### config.mk
export PLATFORM = sky130hd
export DESIGN_NAME = mem_data_lsu_flat
export DESIGN_NICKNAME = d
export VERILOG_FILES = /design/src/rtl/mem_data_lsu_pkg.sv /design/src/rtl/mem_data_lsu_if.sv /design/src/rtl/mem_data_lane_align.sv /design/src/rtl/mem_data_lsu.sv /design/src/flat_wrapper.sv
export SDC_FILE = /design/constraint.sdc
export NUM_CORES = 1
export LEC_CHECK = 0
export ABC_AREA = 0
export CAP_MARGIN = 40
export CORE_UTILIZATION = 60
export DETAILED_ROUTE_END_ITERATION = 12
export PLACE_DENSITY = 0.79
export SYNTH_ARGS = -nofsm -noshare
export SYNTH_HDL_FRONTEND = slang
export SYNTH_SLANG_ARGS = --single-unit
### constraint.sdc
create_clock -name clk -period 6.25 [get_ports clk]
set_clock_uncertainty 0.1 [all_clocks]
set_input_delay 0.9375 -clock clk [delete_from_list [all_inputs] [get_ports clk]]
set_output_delay 0.9375 -clock clk [all_outputs]
set_load 0.02 [all_outputs]
### src/rtl/mem_data_lsu_pkg.sv
// Shared definitions for the load/store data memory: funct3 codes, FSM states
// and the access-size helper.
package mem_data_lsu_pkg;

    localparam logic [2:0] F3_B   = 3'b000;
    localparam logic [2:0] F3_H   = 3'b001;
    localparam logic [2:0] F3_W   = 3'b010;
    localparam logic [2:0] F3_D   = 3'b011;
    localparam logic [2:0] F3_BU  = 3'b100;
    localparam logic [2:0] F3_HU  = 3'b101;
    localparam logic [2:0] F3_WU  = 3'b110;
    localparam logic [2:0] F3_BAD = 3'b111;

    typedef enum logic {
        ST_INIT = 1'b0,
        ST_IDLE = 1'b1
    } state_t;

    // Low two funct3 bits encode log2 of the access size in bytes.
    function automatic logic [3:0] access_bytes(input logic [2:0] f3);
        return 4'd1 << f3[1:0];
    endfunction

endpackage

### src/rtl/mem_data_lsu_if.sv
// Request/response bus between a core-side master and the data memory LSU.
interface mem_data_lsu_if #(
    parameter int XLEN       = 32,
    parameter int ADDRESSLEN = 32
) ();
    logic                  req_valid;
    logic                  req_ready;
    logic                  req_we;
    logic [2:0]            req_funct3;
    logic [ADDRESSLEN-1:0] req_addr;
    logic [XLEN-1:0]       req_wdata;
    logic                  rsp_valid;
    logic [XLEN-1:0]       rsp_rdata;
    logic                  rsp_err;
    logic                  init_done;

    modport master (
        output req_valid, req_we, req_funct3, req_addr, req_wdata,
        input  req_ready, rsp_valid, rsp_rdata, rsp_err, init_done
    );

    modport slave (
        input  req_valid, req_we, req_funct3, req_addr, req_wdata,
        output req_ready, rsp_valid, rsp_rdata, rsp_err, init_done
    );
endinterface

### src/rtl/mem_data_lane_align.sv
// Combinational byte-lane logic: store mask/shift, load shift/extend and
// alignment check for one XLEN-wide word.
module mem_data_lane_align
    import mem_data_lsu_pkg::*;
#(
    parameter  int XLEN = 32,
    localparam int NB   = XLEN / 8,
    localparam int OFFW = $clog2(NB)
) (
    input  logic [2:0]      i_funct3,
    input  logic [OFFW-1:0] i_offset,
    input  logic [XLEN-1:0] i_wdata,
    input  logic [XLEN-1:0] i_rword,
    output logic [NB-1:0]   o_wmask,
    output logic [XLEN-1:0] o_wword,
    output logic [XLEN-1:0] o_rdata,
    output logic            o_misaligned
);
    logic [3:0]      w_nbytes;
    logic [NB-1:0]   w_size_mask;
    logic [XLEN-1:0] w_sh;

    assign w_nbytes = access_bytes(i_funct3);

    always_comb begin
        w_size_mask = '0;
        for (int i = 0; i < NB; i++) w_size_mask[i] = (i < int'(w_nbytes));
    end

    // Offset must be a multiple of the access size; sizes wider than the word
    // are rejected elsewhere, so truncating the size mask is harmless.
    assign o_misaligned = |(i_offset & OFFW'(w_nbytes - 4'd1));
    assign o_wmask      = w_size_mask << i_offset;
    assign o_wword      = i_wdata << {i_offset, 3'b000};
    assign w_sh         = i_rword >> {i_offset, 3'b000};

    always_comb begin
        o_rdata = '0;
        case (i_funct3)
            F3_B:    o_rdata = XLEN'($signed(w_sh[7:0]));
            F3_H:    o_rdata = XLEN'($signed(w_sh[15:0]));
            F3_W:    o_rdata = XLEN'($signed(w_sh[31:0]));
            F3_D:    o_rdata = w_sh;
            F3_BU:   o_rdata = XLEN'(w_sh[7:0]);
            F3_HU:   o_rdata = XLEN'(w_sh[15:0]);
            F3_WU:   o_rdata = XLEN'(w_sh[31:0]);
            default: o_rdata = '0;
        endcase
    end

endmodule

### src/rtl/mem_data_lsu.sv
// Single-cycle data memory with byte-lane stores, sign/zero-extended loads,
// error rejection and a post-reset clearing pass.
module mem_data_lsu
    import mem_data_lsu_pkg::*;
#(
    parameter int XLEN       = 32,
    parameter int TAM        = 16,
    parameter int ADDRESSLEN = 32
) (
    input  logic            clk,
    input  logic            reset,
    mem_data_lsu_if.slave   bus
);
    localparam int NB   = XLEN / 8;
    localparam int OFFW = $clog2(NB);
    localparam int IDXW = ADDRESSLEN - OFFW;
    localparam int MW   = (TAM > 1) ? $clog2(TAM) : 1;

    state_t          r_state;
    logic [MW-1:0]   r_cnt;
    logic [XLEN-1:0] r_mem [TAM];
    logic            r_rsp_valid;
    logic            r_rsp_err;
    logic [XLEN-1:0] r_rsp_rdata;

    logic [IDXW-1:0] w_idx;
    logic [MW-1:0]   w_widx;
    logic [OFFW-1:0] w_offset;
    logic            w_in_range;
    logic            w_bad_f3;
    logic            w_misaligned;
    logic            w_err;
    logic            w_accept;
    logic [XLEN-1:0] w_rword;
    logic [NB-1:0]   w_wmask;
    logic [XLEN-1:0] w_wword;
    logic [XLEN-1:0] w_ldata;

    assign w_idx      = bus.req_addr[ADDRESSLEN-1:OFFW];
    assign w_offset   = bus.req_addr[OFFW-1:0];
    assign w_widx     = w_idx[MW-1:0];
    assign w_in_range = ({1'b0, w_idx} < (IDXW+1)'(TAM));
    assign w_rword    = w_in_range ? r_mem[w_widx] : '0;
    assign w_accept   = bus.req_valid && (r_state == ST_IDLE);

    always_comb begin
        w_bad_f3 = 1'b0;
        case (bus.req_funct3)
            F3_BAD:       w_bad_f3 = 1'b1;
            F3_D:         w_bad_f3 = (XLEN == 32);
            F3_WU:        w_bad_f3 = (XLEN == 32) || bus.req_we;
            F3_BU, F3_HU: w_bad_f3 = bus.req_we;
            default:      w_bad_f3 = 1'b0;
        endcase
    end

    assign w_err = w_bad_f3 || w_misaligned || !w_in_range;

    mem_data_lane_align #(.XLEN(XLEN)) u_align (
        .i_funct3     (bus.req_funct3),
        .i_offset     (w_offset),
        .i_wdata      (bus.req_wdata),
        .i_rword      (w_rword),
        .o_wmask      (w_wmask),
        .o_wword      (w_wword),
        .o_rdata      (w_ldata),
        .o_misaligned (w_misaligned)
    );

    always_ff @(posedge clk) begin
        if (reset) begin
            r_state     <= ST_INIT;
            r_cnt       <= '0;
            r_rsp_valid <= 1'b0;
            r_rsp_err   <= 1'b0;
            r_rsp_rdata <= '0;
        end else begin
            r_rsp_valid <= 1'b0;
            r_rsp_err   <= 1'b0;
            r_rsp_rdata <= '0;
            case (r_state)
                ST_INIT: begin
                    r_cnt <= r_cnt + MW'(1);
                    if (r_cnt == MW'(TAM - 1)) r_state <= ST_IDLE;
                end
                ST_IDLE: begin
                    if (bus.req_valid) begin
                        r_rsp_valid <= 1'b1;
                        r_rsp_err   <= w_err;
                        r_rsp_rdata <= (w_err || bus.req_we) ? '0 : w_ldata;
                    end
                end
                default: r_state <= ST_INIT;
            endcase
        end
    end

    // Loads read the array combinationally, so a store lands before any later load samples it.
    always_ff @(posedge clk) begin
        if (!reset) begin
            if (r_state == ST_INIT) begin
                r_mem[r_cnt] <= '0;
            end else if (w_accept && bus.req_we && !w_err) begin
                for (int b = 0; b < NB; b++)
                    if (w_wmask[b]) r_mem[w_widx][8*b +: 8] <= w_wword[8*b +: 8];
            end
        end
    end

    assign bus.req_ready = (r_state == ST_IDLE);
    assign bus.init_done = (r_state == ST_IDLE);
    assign bus.rsp_valid = r_rsp_valid;
    assign bus.rsp_err   = r_rsp_err;
    assign bus.rsp_rdata = r_rsp_rdata;

endmodule

### src/flat_wrapper.sv
// flat-port wrapper written by rule: the top's interface ports become plain ports
module mem_data_lsu_flat import mem_data_lsu_pkg::*;
#(
    parameter int XLEN       = 32,
    parameter int TAM        = 16,
    parameter int ADDRESSLEN = 32
)
  (clk, reset, bus_req_valid, bus_req_we, bus_req_funct3, bus_req_addr, bus_req_wdata, bus_req_ready, bus_rsp_valid, bus_rsp_rdata, bus_rsp_err, bus_init_done);
  mem_data_lsu_if #(.XLEN(XLEN), .ADDRESSLEN(ADDRESSLEN)) bus_i ();
  input  logic clk;
  input  logic reset;
  input wire logic [$bits(bus_i.req_valid)-1:0] bus_req_valid;
  input wire logic [$bits(bus_i.req_we)-1:0] bus_req_we;
  input wire logic [$bits(bus_i.req_funct3)-1:0] bus_req_funct3;
  input wire logic [$bits(bus_i.req_addr)-1:0] bus_req_addr;
  input wire logic [$bits(bus_i.req_wdata)-1:0] bus_req_wdata;
  output wire logic [$bits(bus_i.req_ready)-1:0] bus_req_ready;
  output wire logic [$bits(bus_i.rsp_valid)-1:0] bus_rsp_valid;
  output wire logic [$bits(bus_i.rsp_rdata)-1:0] bus_rsp_rdata;
  output wire logic [$bits(bus_i.rsp_err)-1:0] bus_rsp_err;
  output wire logic [$bits(bus_i.init_done)-1:0] bus_init_done;
  assign bus_i.req_valid = bus_req_valid;
  assign bus_i.req_we = bus_req_we;
  assign bus_i.req_funct3 = bus_req_funct3;
  assign bus_i.req_addr = bus_req_addr;
  assign bus_i.req_wdata = bus_req_wdata;
  assign bus_req_ready = bus_i.req_ready;
  assign bus_rsp_valid = bus_i.rsp_valid;
  assign bus_rsp_rdata = bus_i.rsp_rdata;
  assign bus_rsp_err = bus_i.rsp_err;
  assign bus_init_done = bus_i.init_done;
  mem_data_lsu #(.XLEN(XLEN), .TAM(TAM), .ADDRESSLEN(ADDRESSLEN)) u_core (.clk(clk), .reset(reset), .bus(bus_i));
endmodule
Word-level counts from Yosys, hierarchy flattened

Memories as Yosys holds them, arrays and structs flattened.
Cells that the tools add are included.

Bits in registers: 39
Latch bits: 0
Memory bits (writable): 512
ROM bits: 0
Input port bits: 71
Word-level logic and storage cells: 77
Memories: 1

Add/sub/neg operators: 2
Multipliers: 0
Divide/modulo/power cells: 0
Order comparisons: 5
Equal/unequal tests: 8
Shift operators: 4
Multiplexer cells: 32
Bitwise gates (word level): 3
Reductions and logical operators: 17

Memory list:

| memory       | words | width | read ports | clocked after Yosys merged registers in | wr ports | RTL line           | source |
|---|---|---|---|---|---|---|---|
| u_core.r_mem | 16    | 32    | 1          | 0                                       | 1        | mem_data_lsu.sv:21 | `logic [XLEN-1:0] r_mem [TAM];` |

Operators by type and width:

| operator              | count |
|---|---|
| $pmux W32 S5          | 1 |
| $mux W32              | 2 |
| $reduce_or A32 Y1     | 1 |
| $shl A32 B5 Y32       | 1 |
| $shr A32 B5 Y32       | 1 |
| $lt A30 B5 Y1 const B | 1 |
| $mux W1               | 26 |
| $eq A3 B3 Y1 const B  | 4 |
| $reduce_or A3 Y1      | 3 |
| $lt A1 B4 Y1 const A  | 2 |
| $lt A2 B4 Y1 const A  | 2 |
| $mux W4               | 2 |
| $eq A3 B2 Y1 const B  | 2 |
| $reduce_or A2 Y1      | 3 |
| $add A4 B1 Y4 const B | 1 |
| $eq A4 B4 Y1 const B  | 1 |
| $reduce_or A4 Y1      | 1 |
| $shl A1 B2 Y4 const A | 1 |
| $shl A4 B2 Y4         | 1 |
| $eq A3 B1 Y1 const B  | 1 |
| $logic_and A1 B1 Y1   | 3 |
| $logic_not A3 Y1      | 1 |
| $logic_or A1 B1 Y1    | 3 |
| $and A2 B2 Y2         | 1 |
| other kinds (4)       | 6 |

Depth between registers and ports, before layout

Depth in word-level cells: 14
Mapped depth: 11

By module

A second synthesis with hierarchy kept.

Cell total of the unflattened synthesis: 1251
Area, all modules: 22988.3 um^2

By module, submodules not included:

| module              | instances | cells each | area each (um^2) | seq. area each (um^2) |
|---|---|---|---|---|
| mem_data_lsu        | 1         | 1029       | 21568.2          | 16155.5 |
| mem_data_lane_align | 1         | 222        | 1420.1           | 0.0 |

Least setup slack after synthesis

OpenSTA, ideal clock, no wires.

Path type: input-to-reg
Start point: input bus_req_funct3[1]
End point: memory u_core.r_mem[0][29], data pin
Setup time: 0.340 ns
Data arrival time: 3.316 ns
Required time: 5.810 ns
Setup slack: 2.493 ns
Cell stages on the path: 9
Buffers on the path: 3
Path through: clkbuf_1 nor2_1 ha_1 o21ai_0 nor4_1 nand4_1 clkbuf_1 buf_1 a211oi_1

Cells in the longest elaborated chain, start to end: 14

RTL lines:

| element                              | RTL line                  | source |
|---|---|---|
| from (decl)                          | flat_wrapper.sv:14        | `input wire logic [$bits(bus_i.req_funct3)-1:0] bus_req_funct3;` |
| $shl A1 B2 Y4                        | mem_data_lsu_pkg.sv:21    | `return 4'd1 << f3[1:0];` |
| $sub A2 B1 Y2                        | mem_data_lane_align.sv:32 | `assign o_misaligned = \|(i_offset & OFFW'(w_nbytes - 4'd1));` |
| $and A2 B2 Y2                        | mem_data_lane_align.sv:32 |  |
| $reduce_or A2 Y1                     | mem_data_lane_align.sv:32 |  |
| $logic_or A1 B1 Y1 (2 in series)     | mem_data_lsu.sv:57        | `assign w_err = w_bad_f3 \|\| w_misaligned \|\| !w_in_range;` |
| $logic_not A1 Y1                     | mem_data_lsu.sv:103       | `end else if (w_accept && bus.req_we && !w_err) begin` |
| $logic_and A1 B1 Y1                  | mem_data_lsu.sv:103       |  |
| $mux W1                              | mem_data_lsu.sv:103       |  |
| $mux W1                              | mem_data_lsu.sv:101       | `if (r_state == ST_INIT) begin` |
| $mux W1                              | mem_data_lsu.sv:100       | `if (!reset) begin` |
| $mux W1 (implied by the code)        | mem_data_lsu.sv:105       | `if (w_wmask[b]) r_mem[w_widx][8*b +: 8] <= w_wword[8*b +: 8];` |
| $reduce_or A32 Y1 (no source line) * | n/a                       |  |
| $mux W32 (no source line) *          | n/a                       |  |
| to (decl)                            | mem_data_lsu.sv:21        |  |

Every way passes the cells marked *; elsewhere a longest branch is shown, timed or not.

Worst setup path in the final report

Start point: input bus_req_funct3[1]
End point: memory u_core.r_mem[10][3], data pin

The elaborated chain is that of the path after synthesis.

==> impl_metrics.json <==
{
  "clkSinkCount": 551,
  "leakage_uw": 0.009635,
  "regArea_um2": 16160,
  "synth_nets": 1329,
  "h-tree-depth": 2,
  "synth_compound_area_share_pct": 5.137,
  "p_int_uw": 5943,
  "crit_type": "input pin to flip-flop",
  "final_nets": 1494,
  "postCtsSetupRepairBufs": 0,
  "min_path_type": "flip-flop to flip-flop",
  "drt_first_pass_iters": 11,
  "relSlewSlack_pct": 31.44,
  "drc": 0,
  "p_sw_share_pct": 20.78,
  "vias": 13027,
  "clock-root-buffer": "clkbuf_16",
  "rr_worst_depth": 6,
  "synth_edf_count": 512,
  "cts_buffer_depth": 3,
  "final_layout_size_suffix_gt1_share_pct": 19.52,
  "fillers": 2184,
  "place.gp.congestion": 0.9809,
  "finalSetupViolCount": 0,
  "n_antenna_cell": 0,
  "dieWidth_um": 195.4,
  "cp-end-kind": "flip-flop",
  "grt_usage_pct": 29.45,
  "period_needed_ns": 4.308,
  "cap_violations": 0,
  "yosys_warnings": 0,
  "post-route-util_pct": 70.92,
  "antenna_found_initial": 0,
  "required_ns": 6.44,
  "synth_fa_ha_area_share_pct": 0.1673,
  "ys.flop_type": "edfxtp_1",
  "synth_top_family_by_area": "multiplexers",
  "yosys_register_bits": 551,
  "cts_buffers": 52,
  "status": "completed",
  "finalSetupTns_ns": 0,
  "area_delta_synth_final_pct": 16.03,
  "clk_latency_ns": 0.58,
  "synth-simple-area-share_pct": 5.059,
  "drt-total-wl_um": 55090,
  "start_kind": "input pin",
  "detail-route-antenna-nets": 0,
  "max_freq_mhz": 232.1,
  "clkTransAtPathRegs_ns": 0.06,
  "coreArea_um2": 36700,
  "syn-mean-instance-area_um2": 17.87,
  "dp.cells": 1832,
  "hpwl_um": 36080,
  "cts_tree": "yes",
  "die-area_um2": 38160,
  "period_share_pct": 68.93,
  "mostFrequentLayoutCells": "edfxtp_1, mux4_2, nor2_1",
  "hold_path_depth": 2,
  "cts_resized": 0,
  "clock_power_share_pct": 41.2,
  "multi_input_area_um2": 5847,
  "top_level_ports": 107,
  "switching_power_uw": 1559,
  "max_slew.worst_pin.slew_ns": 1.028,
  "synth_area_um2": 22430,
  "synth.distinct_cells": 56,
  "syn_inst": 1255,
  "drt_iter0_drc": 1999,
  "portBuffers": 106,
  "synthArstFlopShare_pct": 0,
  "rsz0062_at_grt": "false",
  "synthMuxAreaShare_pct": 15.54,
  "path_max_fanout": 49,
  "mostFrequentLayoutCell": "edfxtp_1",
  "p_seq_share_pct": 53.6,
  "grt_pass1_wl_um": 81390,
  "slew_viol_final": 0,
  "hold_viol_final": 0,
  "rows": 70,
  "grt-ovfl-total": 0,
  "irDropWorstVdd_mv": 0.1983,
  "detail_route.wl_per_cell_um": 28.57,
  "crit_arrival_ns": 4.50,
  "grt_max_degree": 95,
  "layout.cells.non_filler": 1928,
  "seq_area_frac_synth_pct": 72.02,
  "die_h_um": 195.4,
  "p_comb_share_pct": 5.2,
  "start_util_pct": 61.13,
  "synth_xor_area_share_pct": 0.1171,
  "powerDensity_nw_per_um2": 288.2,
  "cts_hold_buf": 0,
  "grt_pass1_vias": 12734,
  "viasPerCell": 6.757
}
cells by family (layout without fill, tap and decap cells):
logic type / Yosys count / in the layout
flip-flops: 551 / 551
multiplexers: 205 / 205
buffers and inverters: 88 / 293
AO/OA/AOI/OAI: 167 / 167
XOR/XNOR: 3 / 3
adder cells (fa/ha/maj): 3 / 3
AND/OR/NAND/NOR: 238 / 238
cell type report:
class | instances | share of cell area (%)
clock buffers | 76 | 6.024
clock inverters | 18 | 0.4279
inverters | 6 | 0.08653
multi-input cells | 616 | 22.47
flip-flops and latches | 551 | 62.07
well taps | 468 | 2.250
repair buffers | 193 | 6.673
power groups by stage:
stage	Combinational [uW]	Clock (uW)	Sequential (uW)
final	389	3090	4020
after global routing	406	3240	4020
after CTS	382	3100	4020
after detailed placement	380	0	4100
after global placement	368	0	4100
after floorplan	235	0	4100
critical path: stages:
cell             delay (ns)
clkdlybuf4s50_1        0.67
nor2_1                 0.13
ha_1                   0.29
o21ai_0                0.06
nor4_1                 0.40
nand4_1                0.15
buf_4                  0.31
nand2b_1               0.47
nor2_1                 0.51
and2_1                 0.55
registers in the layout, summed over array words and instances, names as in the netlist:
| signal | flops |
|---|---|
| u_core.r_mem | 512 |
| u_core.bus.rsp_rdata | 32 |
| u_core.r_cnt | 4 |
| u_core.bus.init_done | 1 |
| u_core.bus.rsp_err | 1 |
| u_core.bus.rsp_valid | 1 |
final timing paths:
| path | slack, ns | startpoint | to |
|---|---|---|---|
| setup / recovery | 1.94 | bus_req_funct3[1] | u_core.r_mem[10][3] |
| hold / removal | 0.50 | u_core.r_cnt[1] | u_core.r_cnt[1] |
| setup reg to reg | 3.09 | u_core.bus.init_done | u_core.r_mem[10][3] |
| hold reg to reg | 0.50 | u_core.r_cnt[1] | u_core.r_cnt[1] |
through the flow:
| step | setup slack, ns | hold slack (ns) | instance area, um2 | power (uW) |
|---|---|---|---|---|
| global placement | 1.529 | 0.4674 | 23860 | 4466 |
| floorplan | 2.493 | 0.4282 | 22430 | 4330 |
| finish | 1.942 | 0.4997 | 26030 | 7502 |
| global route | 1.661 | 0.5299 | 26030 | 7672 |
| CTS | 2.050 | 0.4926 | 26010 | 7502 |
| detailed placement | 1.517 | 0.4771 | 24330 | 4479 |
cell usage after synthesis (3+ instances only):
library cell  instances  area share [%]
buf_6                 3            0.15
nand2b_1              8            0.22
inv_1                 4           0.067
buf_2                16            0.36
buf_1                 6            0.10
and2_1               11            0.31
nor2b_1              23            0.64
nand4_1               3           0.084
nor4_1               14            0.39
mux2i_1              91             4.1
a21oi_1              50             1.1
a211oi_1             16            0.54
o221ai_1             30             1.2
a31oi_1              17            0.47
nor3_1               14            0.31
clkbuf_1             48            0.80
o21ai_0               7            0.16
o22a_1                3            0.12
a222oi_1              7            0.31
nand2_1              34            0.57
mux4_2              108              11
dfxtp_1              39             3.5
a22oi_1               8            0.27
edfxtp_1            512              69
mux4_1                5            0.59
buf_4                 6            0.20
nand3b_1              3            0.10
or2_2                 4            0.11
ha_1                  3            0.17
nand3_1               7            0.16
o22ai_1              16            0.45
and3_1                4            0.11
nor2_1              106             1.8
layer usage:
| metal | track usage, % | routed length (um) | up-vias |
|---|---|---|---|
| met5 | 0 | 0 | - |
| met4 | 10.06 | 1835 | 0 |
| met3 | 6.839 | 6143 | 160 |
| met2 | 47.45 | 26680 | 904 |
| met1 | 40.04 | 20430 | 6531 |
| li1 | - | - | 5432 |
No activity file was read; power rests on OpenSTA's default activity.
